**src/rtl/inst_fetch.sv**
```systemverilog
// Instruction fetch front end: issues one word-aligned memory request at a time,
// holds the returned word for decode, and follows redirects by killing stale responses.
module inst_fetch #(
    parameter logic [31:0] RESET_PC = 32'h8000_0000
) (
    input  logic        clk_i,
    input  logic        rst_n_i,
    output logic        imem_req_o,
    output logic [31:0] imem_addr_o,
    input  logic        imem_ready_i,
    input  logic        imem_rvalid_i,
    input  logic [31:0] imem_rdata_i,
    output logic        inst_valid_o,
    output logic [31:0] inst_o,
    output logic [31:0] pc_o,
    input  logic        inst_ready_i,
    input  logic        redirect_i,
    input  logic [31:0] redirect_pc_i
);

    // state   | meaning
    // S_IDLE  | one cycle after reset release, all inputs ignored
    // S_REQ   | request at pc presented, waiting for imem_ready_i
    // S_WAIT  | request accepted, waiting for imem_rvalid_i (kill_q drops it)
    // S_VALID | instruction held for decode, waiting for inst_ready_i
    typedef enum logic [1:0] {
        S_IDLE  = 2'd0,
        S_REQ   = 2'd1,
        S_WAIT  = 2'd2,
        S_VALID = 2'd3
    } state_t;

    state_t      state_q, state_d;
    logic [31:0] pc_q, pc_d;
    logic        kill_q, kill_d;
    logic [31:0] inst_q, inst_d;
    logic [31:0] inst_pc_q, inst_pc_d;
    logic [31:0] target;

    assign target = redirect_pc_i & 32'hFFFF_FFFC;

    always_ff @(posedge clk_i or negedge rst_n_i) begin
        if (!rst_n_i) begin
            state_q   <= S_IDLE;
            pc_q      <= RESET_PC;
            kill_q    <= 1'b0;
            inst_q    <= 32'h0;
            inst_pc_q <= RESET_PC;
        end else begin
            state_q   <= state_d;
            pc_q      <= pc_d;
            kill_q    <= kill_d;
            inst_q    <= inst_d;
            inst_pc_q <= inst_pc_d;
        end
    end

    always_comb begin
        state_d   = state_q;
        pc_d      = pc_q;
        kill_d    = kill_q;
        inst_d    = inst_q;
        inst_pc_d = inst_pc_q;
        case (state_q)
            S_IDLE: begin
                state_d = S_REQ;
            end
            S_REQ: begin
                if (redirect_i) begin
                    pc_d = target;
                end
                // The accepted request carries the old address, so its response must die.
                if (imem_ready_i) begin
                    state_d = S_WAIT;
                    kill_d  = redirect_i;
                end
            end
            S_WAIT: begin
                if (imem_rvalid_i) begin
                    if (redirect_i || kill_q) begin
                        state_d = S_REQ;
                        kill_d  = 1'b0;
                    end else begin
                        state_d   = S_VALID;
                        inst_d    = imem_rdata_i;
                        inst_pc_d = pc_q;
                    end
                    if (redirect_i) begin
                        pc_d = target;
                    end
                end else if (redirect_i) begin
                    pc_d   = target;
                    kill_d = 1'b1;
                end
            end
            S_VALID: begin
                if (redirect_i) begin
                    pc_d    = target;
                    state_d = S_REQ;
                end else if (inst_ready_i) begin
                    pc_d    = pc_q + 32'd4;
                    state_d = S_REQ;
                end
            end
            default: begin
                state_d = S_IDLE;
            end
        endcase
    end

    assign imem_req_o   = (state_q == S_REQ);
    assign imem_addr_o  = pc_q;
    assign inst_valid_o = (state_q == S_VALID);
    assign inst_o       = inst_q;
    assign pc_o         = inst_pc_q;

endmodule

```
**config.mk**
```make
export PLATFORM = sky130hd
export DESIGN_NAME = inst_fetch
export DESIGN_NICKNAME = d
export VERILOG_FILES = /design/src/rtl/inst_fetch.sv
export SDC_FILE = /design/constraint.sdc
export NUM_CORES = 1
export LEC_CHECK = 0
export CAP_MARGIN = 20
export CORE_UTILIZATION = 40
export DETAILED_ROUTE_END_ITERATION = 10
export MAX_ROUTING_LAYER = met4
export PLACE_DENSITY = 0.74
export SLEW_MARGIN = 0
export SYNTH_ARGS = -nofsm -noshare
export SYNTH_HDL_FRONTEND = slang
export SYNTH_SLANG_ARGS = --single-unit
```
**constraint.sdc**
```tcl
create_clock -name clk_i -period 2.46 [get_ports clk_i]
set_input_delay 0.615 -clock clk_i [delete_from_list [all_inputs] [get_ports clk_i]]
set_output_delay 0.615 -clock clk_i [all_outputs]
set_load 0.1 [all_outputs]
```
# Yosys cells after proc, flatten, opt, wreduce, memory -nomap -nowiden
# Cells that the tools add are included.
[classes]
mux = 15
n_eq_ne = 9
n_bitwise = 1
n_reduce_logical = 9
add_sub_neg = 1
[op_table]
columns = ["op", "n"]
rows = [
  ["$mux W32", 3],
  ["$pmux W32 S2", 1],
  ["$add A32 B3 Y32 const B", 1],
  ["$mux W2", 5],
  ["$reduce_and A3 Y1", 3],
  ["$pmux W2 S4", 1],
  ["$ne A3 B3 Y1 const B", 2],
  ["$eq A2 B2 Y1 const B", 2],
  ["$mux W1", 4],
  ["$ne A2 B1 Y1 const B", 2],
  ["$reduce_and A4 Y1", 1],
  ["$reduce_bool A2 Y1", 2],
  ["$ne A3 B1 Y1 const B", 1],
  ["$eq A2 B1 Y1 const B", 1],
  ["$logic_not A2 Y1", 1],
  ["$ne A2 B2 Y1 const B", 1],
  ["$pmux W1 S2", 1],
  ["$reduce_or A2 Y1", 1],
  ["$logic_or A1 B1 Y1", 1],
  ["$not A1 Y1", 1],
]
[totals]
ff_bits = 99
out_inout_bits = 98
in_bits = 70

# Depth between registers and ports, before layout
# Gate-level depths: netlist (run 1).
[logic_depth]
word_depth = 4
mapped_depth = 8
ltp_nobuf = 6

# Worst setup path after synthesis (run 1)
# No wires, ideal clock.
[synth_timing]
path_kind = "register to register"
start = "reg state_q[0]"
end = "reg pc_q[10] (netlist: imem_addr_o[10])"
arrival_ps = 2553
slack_ps = -230
stages_incl_launch_ff = 9
path_cell_list = "dfrtp_1 -> ha_1 -> buf_2 -> nor2b_1 -> clkbuf_1 -> clkbuf_1 -> nand3_1 -> o22ai_1 -> a2bb2oi_1"
[synth_via]
word_cells_on_any_way = 9
cone_classes = "5 x eq/ne; 1 x mux; 3 x reduce/logical"
[synth_rtl]
columns = ["item", "line", "rtl"]
rows = [
  ["from (decl)", "33", "state_t state_q, state_d;"],
  ["from (signal assigned)", "50", "state_q <= state_d;"],
  ["$eq A2 B2 Y1 (*)", "--", ""],
  ["named net inst_valid_o", "13", "output logic inst_valid_o,"],
  ["$ne A3 B1 Y1 (no line) / $reduce_bool A2 Y1 (equally long branches)", "--", ""],
  ["$reduce_and A3 Y1 (no line)", "--", ""],
  ["to (signal assigned)", "51", "pc_q <= pc_d;"],
  ["to (decl)", "34", "logic [31:0] pc_q, pc_d;"],
]
# Mark *: on every way through the listed nets, which the timed path passes. The rest lies on a longest branch.
# A chain may end at the register's enable or synchronous reset.

# Worst setup path after layout (run 1)
[layout_timing]
start = "reg pc_q[2] (netlist: imem_addr_o[2])"
end = "reg pc_q[24] (netlist: imem_addr_o[24])"
[layout_via]
elab_chain_len = 4
[layout_rtl]
columns = ["item", "line", "rtl"]
rows = [
  ["$add A32 B3 Y32", "101", "pc_d = pc_q + 32'd4;"],
  ["$mux W32", "100", "end else if (inst_ready_i) begin"],
  ["$mux W32", "97", "if (redirect_i) begin"],
  ["$pmux W32 S2", "64", "case (state_q)"],
]
# No other way between the ends. The select of a mux whose other input is x is not followed.

==> run metrics, run 1 <==
status=complete, no violations; Mapped Area=0.00473 mm²; FFs w/ async S/R, synth=between 90% and 100%; H-tree depth=3; Skew-Pair Late Insertion Delay=0.34 ns; Die Area=0.0123 mm²; most frequent cell after synthesis=dfrtp_1; Ys Warns=0; nets=670; Fmax=445 MHz; fillcell total=962; total gr overflow=0; CTS Buf Count=9; slowest stage cell, crit path=or4b_2; Synth Instances=432; Avg Cell Area, Syn=11.0 µm²; worst path required time=2.74 ns; Core Footprint=0.0115 mm²; starting DRC count in detailed routing=248; Post-CTS Setup Repair Bufs=0; Area Overhead vs Synth=41.8%; Worst Tran Pin Value=0.834 ns; first-pass GRT wire length=21,600 µm; row cnt=39; diode count=0; routability cong.=0.908; Final TNS setup=0 ns; top cells by area, synth=dfrtp_1 (49%), mux2_2 (15%), nand3_1 (2.7%); Hold Vio Cnt, Final=0; die height=111 µm; Setup CP Type=register to register; post-route clock period utilization=91.3%; vias in the first global route=4,238; RSZ-0062 raised after global routing=no; Total GRT Usage=22.6%; 1st-pass router iterations=7; CP endpoint kind=register; Worst slew margin=about 44%; worst-path fanout max=8; Initial Util=41.3%; leading cell types by count after synthesis=dfrtp_1 (93), mux2_2 (62), nand2_1 (26), nand3_1 (26), clkbuf_1 (18); vias per cell=5.77; total clock sinks=95; via count=4,285; Routed WL=about 13,000 µm; IO Port Bufs=161; share of the synthesized area in the top cell type=between 40% and 50%; Top FF cell, synth=dfrtp_1; Clk pin slew, worst setup/hold paths=0.06 ns; initial antenna violation count=0; Seq cells post-synth=95; share of cells above drive strength 1=36.8%; Period minus WS final=2.25 ns; type of origin of the critical path=register; crit path DAT=2.52 ns; most frequent CP cell=nand4_1; number of max-cap violations=0; Yosys top cell by area=dfrtp_1; I/O pin cnt=168; clk root buf=clkbuf_16; hpwl dp=9990 µm; sequential element share of the synthesized area=50.3%; Clock Skew=0.00613 ns; Max clock buf depth=2; largest net degree at the start of global routing=42; number of flops mapped to enable cells by yosys=0; Final ANT Viol Nets=0; DRC=0; CP peak stage delay=0.76 ns; CTS tree=yes; Routed WL per cell=18.0 µm; Distinct cells, synth=59; hold_buf cts=0; worst path cell trace=ha_1 -> and3_1 -> nand4_1 -> or4b_2 -> nand4_1; Final setup viols=0; die width=roughly 110 µm; HP Class=primary input to asynchronous set/reset pin; Slew Viols, Final=0
-- final cells by class --
class	instances	area, µm²	area share (%)
inverters	10	37.5	0.559
clock buffers	10	229	3.41
multi-input cells	296	2190	32.6
repair buffers	183	1640	24.4
clock inverters	6	46.3	0.690
flip-flops and latches	95	2390	35.7
well taps	143	179	2.67
-- per-stage QoR --
step                setup slack (ns)  cells  cell area (µm²)  utilization, %  hold slack (ns)
floorplan                     0.0115    435             4760               -            0.319
global placement              0.0746    727             6430            56.1            0.491
detailed placement            0.0251    727             6430            56.1            0.496
CTS                            0.147    743             6710            58.5            0.235
global route                   0.113    743             6710            58.5            0.258
finish                         0.214    743             6710            58.5            0.224
-- critical path, delay by kind of cell (launching register included) --
kind                     cells  cell delay (ns)
AND/OR/NAND/NOR              4             1.46
flip-flops                   1             0.45
adder cells (fa/ha/maj)      1             0.27
-- cells by family (layout without fill, tap and decap cells) --
| family | count (synthesis) | in the layout | synth area share, % |
|---|---|---|---|
| simple gates | 129 | 129 | 15.2 |
| flops | 95 | 95 | 50.3 |
| buf+inv | 44 | 209 | 4.02 |
| compound gates | 94 | 94 | 13.9 |
| fa+ha+maj | 5 | 5 | 1.32 |
| mux | 64 | 64 | 15.2 |
| other cells | 1 | 4 | 0.0792 |
-- worst paths after layout --
path / start / to / slack, ns / depth (start not counted)
max reg2reg: imem_addr_o[2] / imem_addr_o[24] / 0.21 / 5
min in group clk_i: inst_o[31] / inst_o[31] / 0.51 / 1
max: imem_addr_o[2] / imem_addr_o[24] / 0.21 / 5
min: rst_n_i / inst_o[1] / 0.22 / 1
max in group asynchronous: rst_n_i / inst_o[21] / 1.47 / 3
min reg2reg: inst_o[31] / inst_o[31] / 0.51 / 1
-- placed cells by master (no fill, tap or decap), types with 5 or more instances in the layout --
cell type and count:
buf_4 109, dfrtp_1 82, clkdlybuf4s50_1 66, mux2_2 62, nand3_1 26, nand2_1 26, nand4_1 16, nor2_1 16
o21ai_0 15, a21oi_1 15, dfrtp_2 11, inv_1 10, nor4_1 10, o211ai_1 10, clkbuf_16 9, buf_12 8
a211oi_1 6, o22ai_1 6, and3_1 5, a2bb2oi_1 5
-- sequential cells by signal, indices dropped and copies added, names as in the netlist --
signal       flops
kill_q           1
pc_o            30
inst_o          32
state_q          2
imem_addr_o     30
-- routing by layer --
metal / up-vias / track usage, % / wire length (µm)
li1: 1956 / - / -
met1: 2121 / 29.3 / 5700
met2: 178 / 35.7 / 6630
met3: 30 / 4.05 / 775
met4: 0 / 7.73 / 282
met5: - / - / 0
-- what timing repair did --
action,in CTS,in global routing
endpoints found under the setup margin,0,1
gates resized for setup,0,1
endpoints found under the hold margin,0,0
Power of run 1 is not shown: default switching activity piles up to over one toggle a cycle in this logic, so the estimate is an artifact.
==> inputs of run 2 (changes only) <==
- ABC_AREA: not set -> 1
- PLACE_DENSITY: 0.74 -> 0.73
==> run 2 against run 1 <==
Effect of this change: first-iteration DRC count increased by 36%; critical endpoint is now state_q[0]; die area rose by 5.8%; final cell count grew 26%; non-clock buffer count down 14; highest routed layer unchanged; design area rose by 3.0%; routed wire length up 7.3%; global-route usage up 0.46 points; largest cell class unchanged; via count up 8.1%; synthesized cell count rose by 39%; maximum frequency up 12%.
==> run metrics, run 2 <==
status=complete, no violations; vias per cell=roughly 5.0; crit path DAT=2.24 ns; CTS tree=yes; total clock sinks=95; number of max-cap violations=0; Area Overhead vs Synth=38.0%; Post-CTS Setup Repair Bufs=0; top cells by area, synth=dfrtp_1 (46%), nand2_1 (14%), mux2_4 (10%); IO Port Bufs=161; Synth Instances=602; total gr overflow=0; I/O pin cnt=168; Avg Cell Area, Syn=around 8.3 µm²; type of origin of the critical path=primary input; footprint of the multi-input gates=0.00232 mm²; Clk pin slew, worst setup/hold paths=approximately 0.07 ns; Ys Warns=0; Clock Skew=approximately 0.0072 ns; nets=835; first-pass GRT wire length=roughly 22,000 µm; max reg flops=32; Final setup viols=0; die width=114 µm; Worst Tran Pin Value=0.526 ns; share of the synthesized area in the top cell type=46.4%; Routed WL per cell=between 15 and 20 µm; Distinct cells, synth=29; diode count=0; Worst slew margin=64.9%; post-route clock period utilization=81.6%; Crit Reg-Reg Endpoint=state_q[0]; Top FF cell, synth=dfrtp_1; worst r2r src=state_q[0]; largest net degree at the start of global routing=96; Seq cells post-synth=95; CTS Buf Count=9; share of cells above drive strength 1=22.9%; Setup CP Type=primary input to register; Period minus WS final=~2 ns; RSZ-0062 raised after global routing=no; hold_buf cts=0; leading cell types by count after synthesis=nand2_1 (184), dfrtp_1 (93), nor2_1 (76); most frequent cell after synthesis=nand2_1; hpwl dp=10,600 µm; Final Cell Area=between 0.006 and 0.007 mm²; Mapped Area=0.00501 mm²; Max clock buf depth=2; Initial Util=41.4%; clk root buf=clkbuf_16; HP Class=primary input to asynchronous set/reset pin; Final TNS setup=0 ns; worst path required time=2.70 ns; Slew Viols, Final=0; Final ANT Viol Nets=0; die height=114 µm; routability cong.=0.901; fillcell total=1,101; post-CTS sizing=0; initial antenna violation count=0; row cnt=40; Crit. Startpoint=redirect_i; placed cell area=~0.0066 mm²; Fmax=498 MHz; starting DRC count in detailed routing=338; commonest non-fill, non-tap cell in the layout=nand2_1; Yosys top cell by area=dfrtp_1; most frequent cells in the layout=nand2_1 (184), buf_4 (99), dfrtp_1 (93); Total GRT Usage=23.0%; Core Footprint=0.0121 mm²; Skew-Pair Late Insertion Delay=0.35 ns; worst-path fanout max=18; reg2reg path depth=8; Routed WL=14,400 µm; sequential element share of the synthesized area=47.5%; vias in the first global route=4,364; Die Area=approximately 0.013 mm²; CP endpoint kind=register; crit path to=state_q[0]; FF/Latch Area=0.00238 mm²; H-tree depth=3; Worst R2R Setup Slack=0.56 ns; via count=4,630; DRC=0; FFs w/ async S/R, synth=between 90% and 100%; Hold Vio Cnt, Final=0; 1st-pass router iterations=5; number of flops mapped to enable cells by yosys=0
[run 2: layout make-up]
cell class,count,share of cell area (%)
multi-input combinational,435,33.6
timing repair buffer,169,21.5
sequential,95,34.4
tap,168,3.04
clock inverter,5,1.16
inverter,50,2.71
clock buffer,11,3.65
[run 2: through the flow]
step	utilization (%)	std cells	hold WS, ns	worst slack [ns]
final	57.1	933	0.279	0.454
after global routing	57.1	933	0.339	0.340
after CTS	57.1	933	0.327	0.449
after detailed placement	54.3	917	0.478	0.110
after global placement	54.3	917	0.470	0.215
after floorplan	-	605	0.319	0.228
[run 2: how the worst min path moves through the flow]
stage | start | end | depth (start not counted)
finish | rst_n_i | inst_o[8] | 2
global placement | pc_o[15] | pc_o[15] | 2
CTS | rst_n_i | inst_o[8] | 2
detailed placement | pc_o[15] | pc_o[15] | 2
floorplan | rst_n_i | imem_addr_o[10] | 0
global route | rst_n_i | inst_o[8] | 2
[run 2: metal layers]
metal,track usage (%),wire [µm],vias to the layer above
met4,11.3,441,0
li1,-,-,2237
met1,28.8,6330,2163
met5,-,0,-
met3,4.14,999,29
met2,36.2,6590,201
[run 2: kinds of logic after synthesis]
| family | count (synthesis) | synth area share (%) |
|---|---|---|
| multiplexers | 35 | 10.5 |
| AND/OR/NAND/NOR | 315 | 25.9 |
| AO/OA/AOI/OAI | 74 | 7.71 |
| other | 1 | 0.0748 |
| XOR/XNOR | 2 | 0.350 |
| flip-flops | 95 | 47.5 |
| buffers and inverters | 75 | 6.76 |
| adder cells (fa/ha/maj) | 5 | 1.25 |
[run 2: worst max-delay path, cell delays in order]
cell and delay (ns):
clkdlybuf4s50_1 0.52, nor2_4 0.35, inv_2 0.23, o21ai_0 0.24, nor2_1 0.11, nor2_1 0.12
a21oi_1 0.05
Power of run 2 is left out for the same reason.
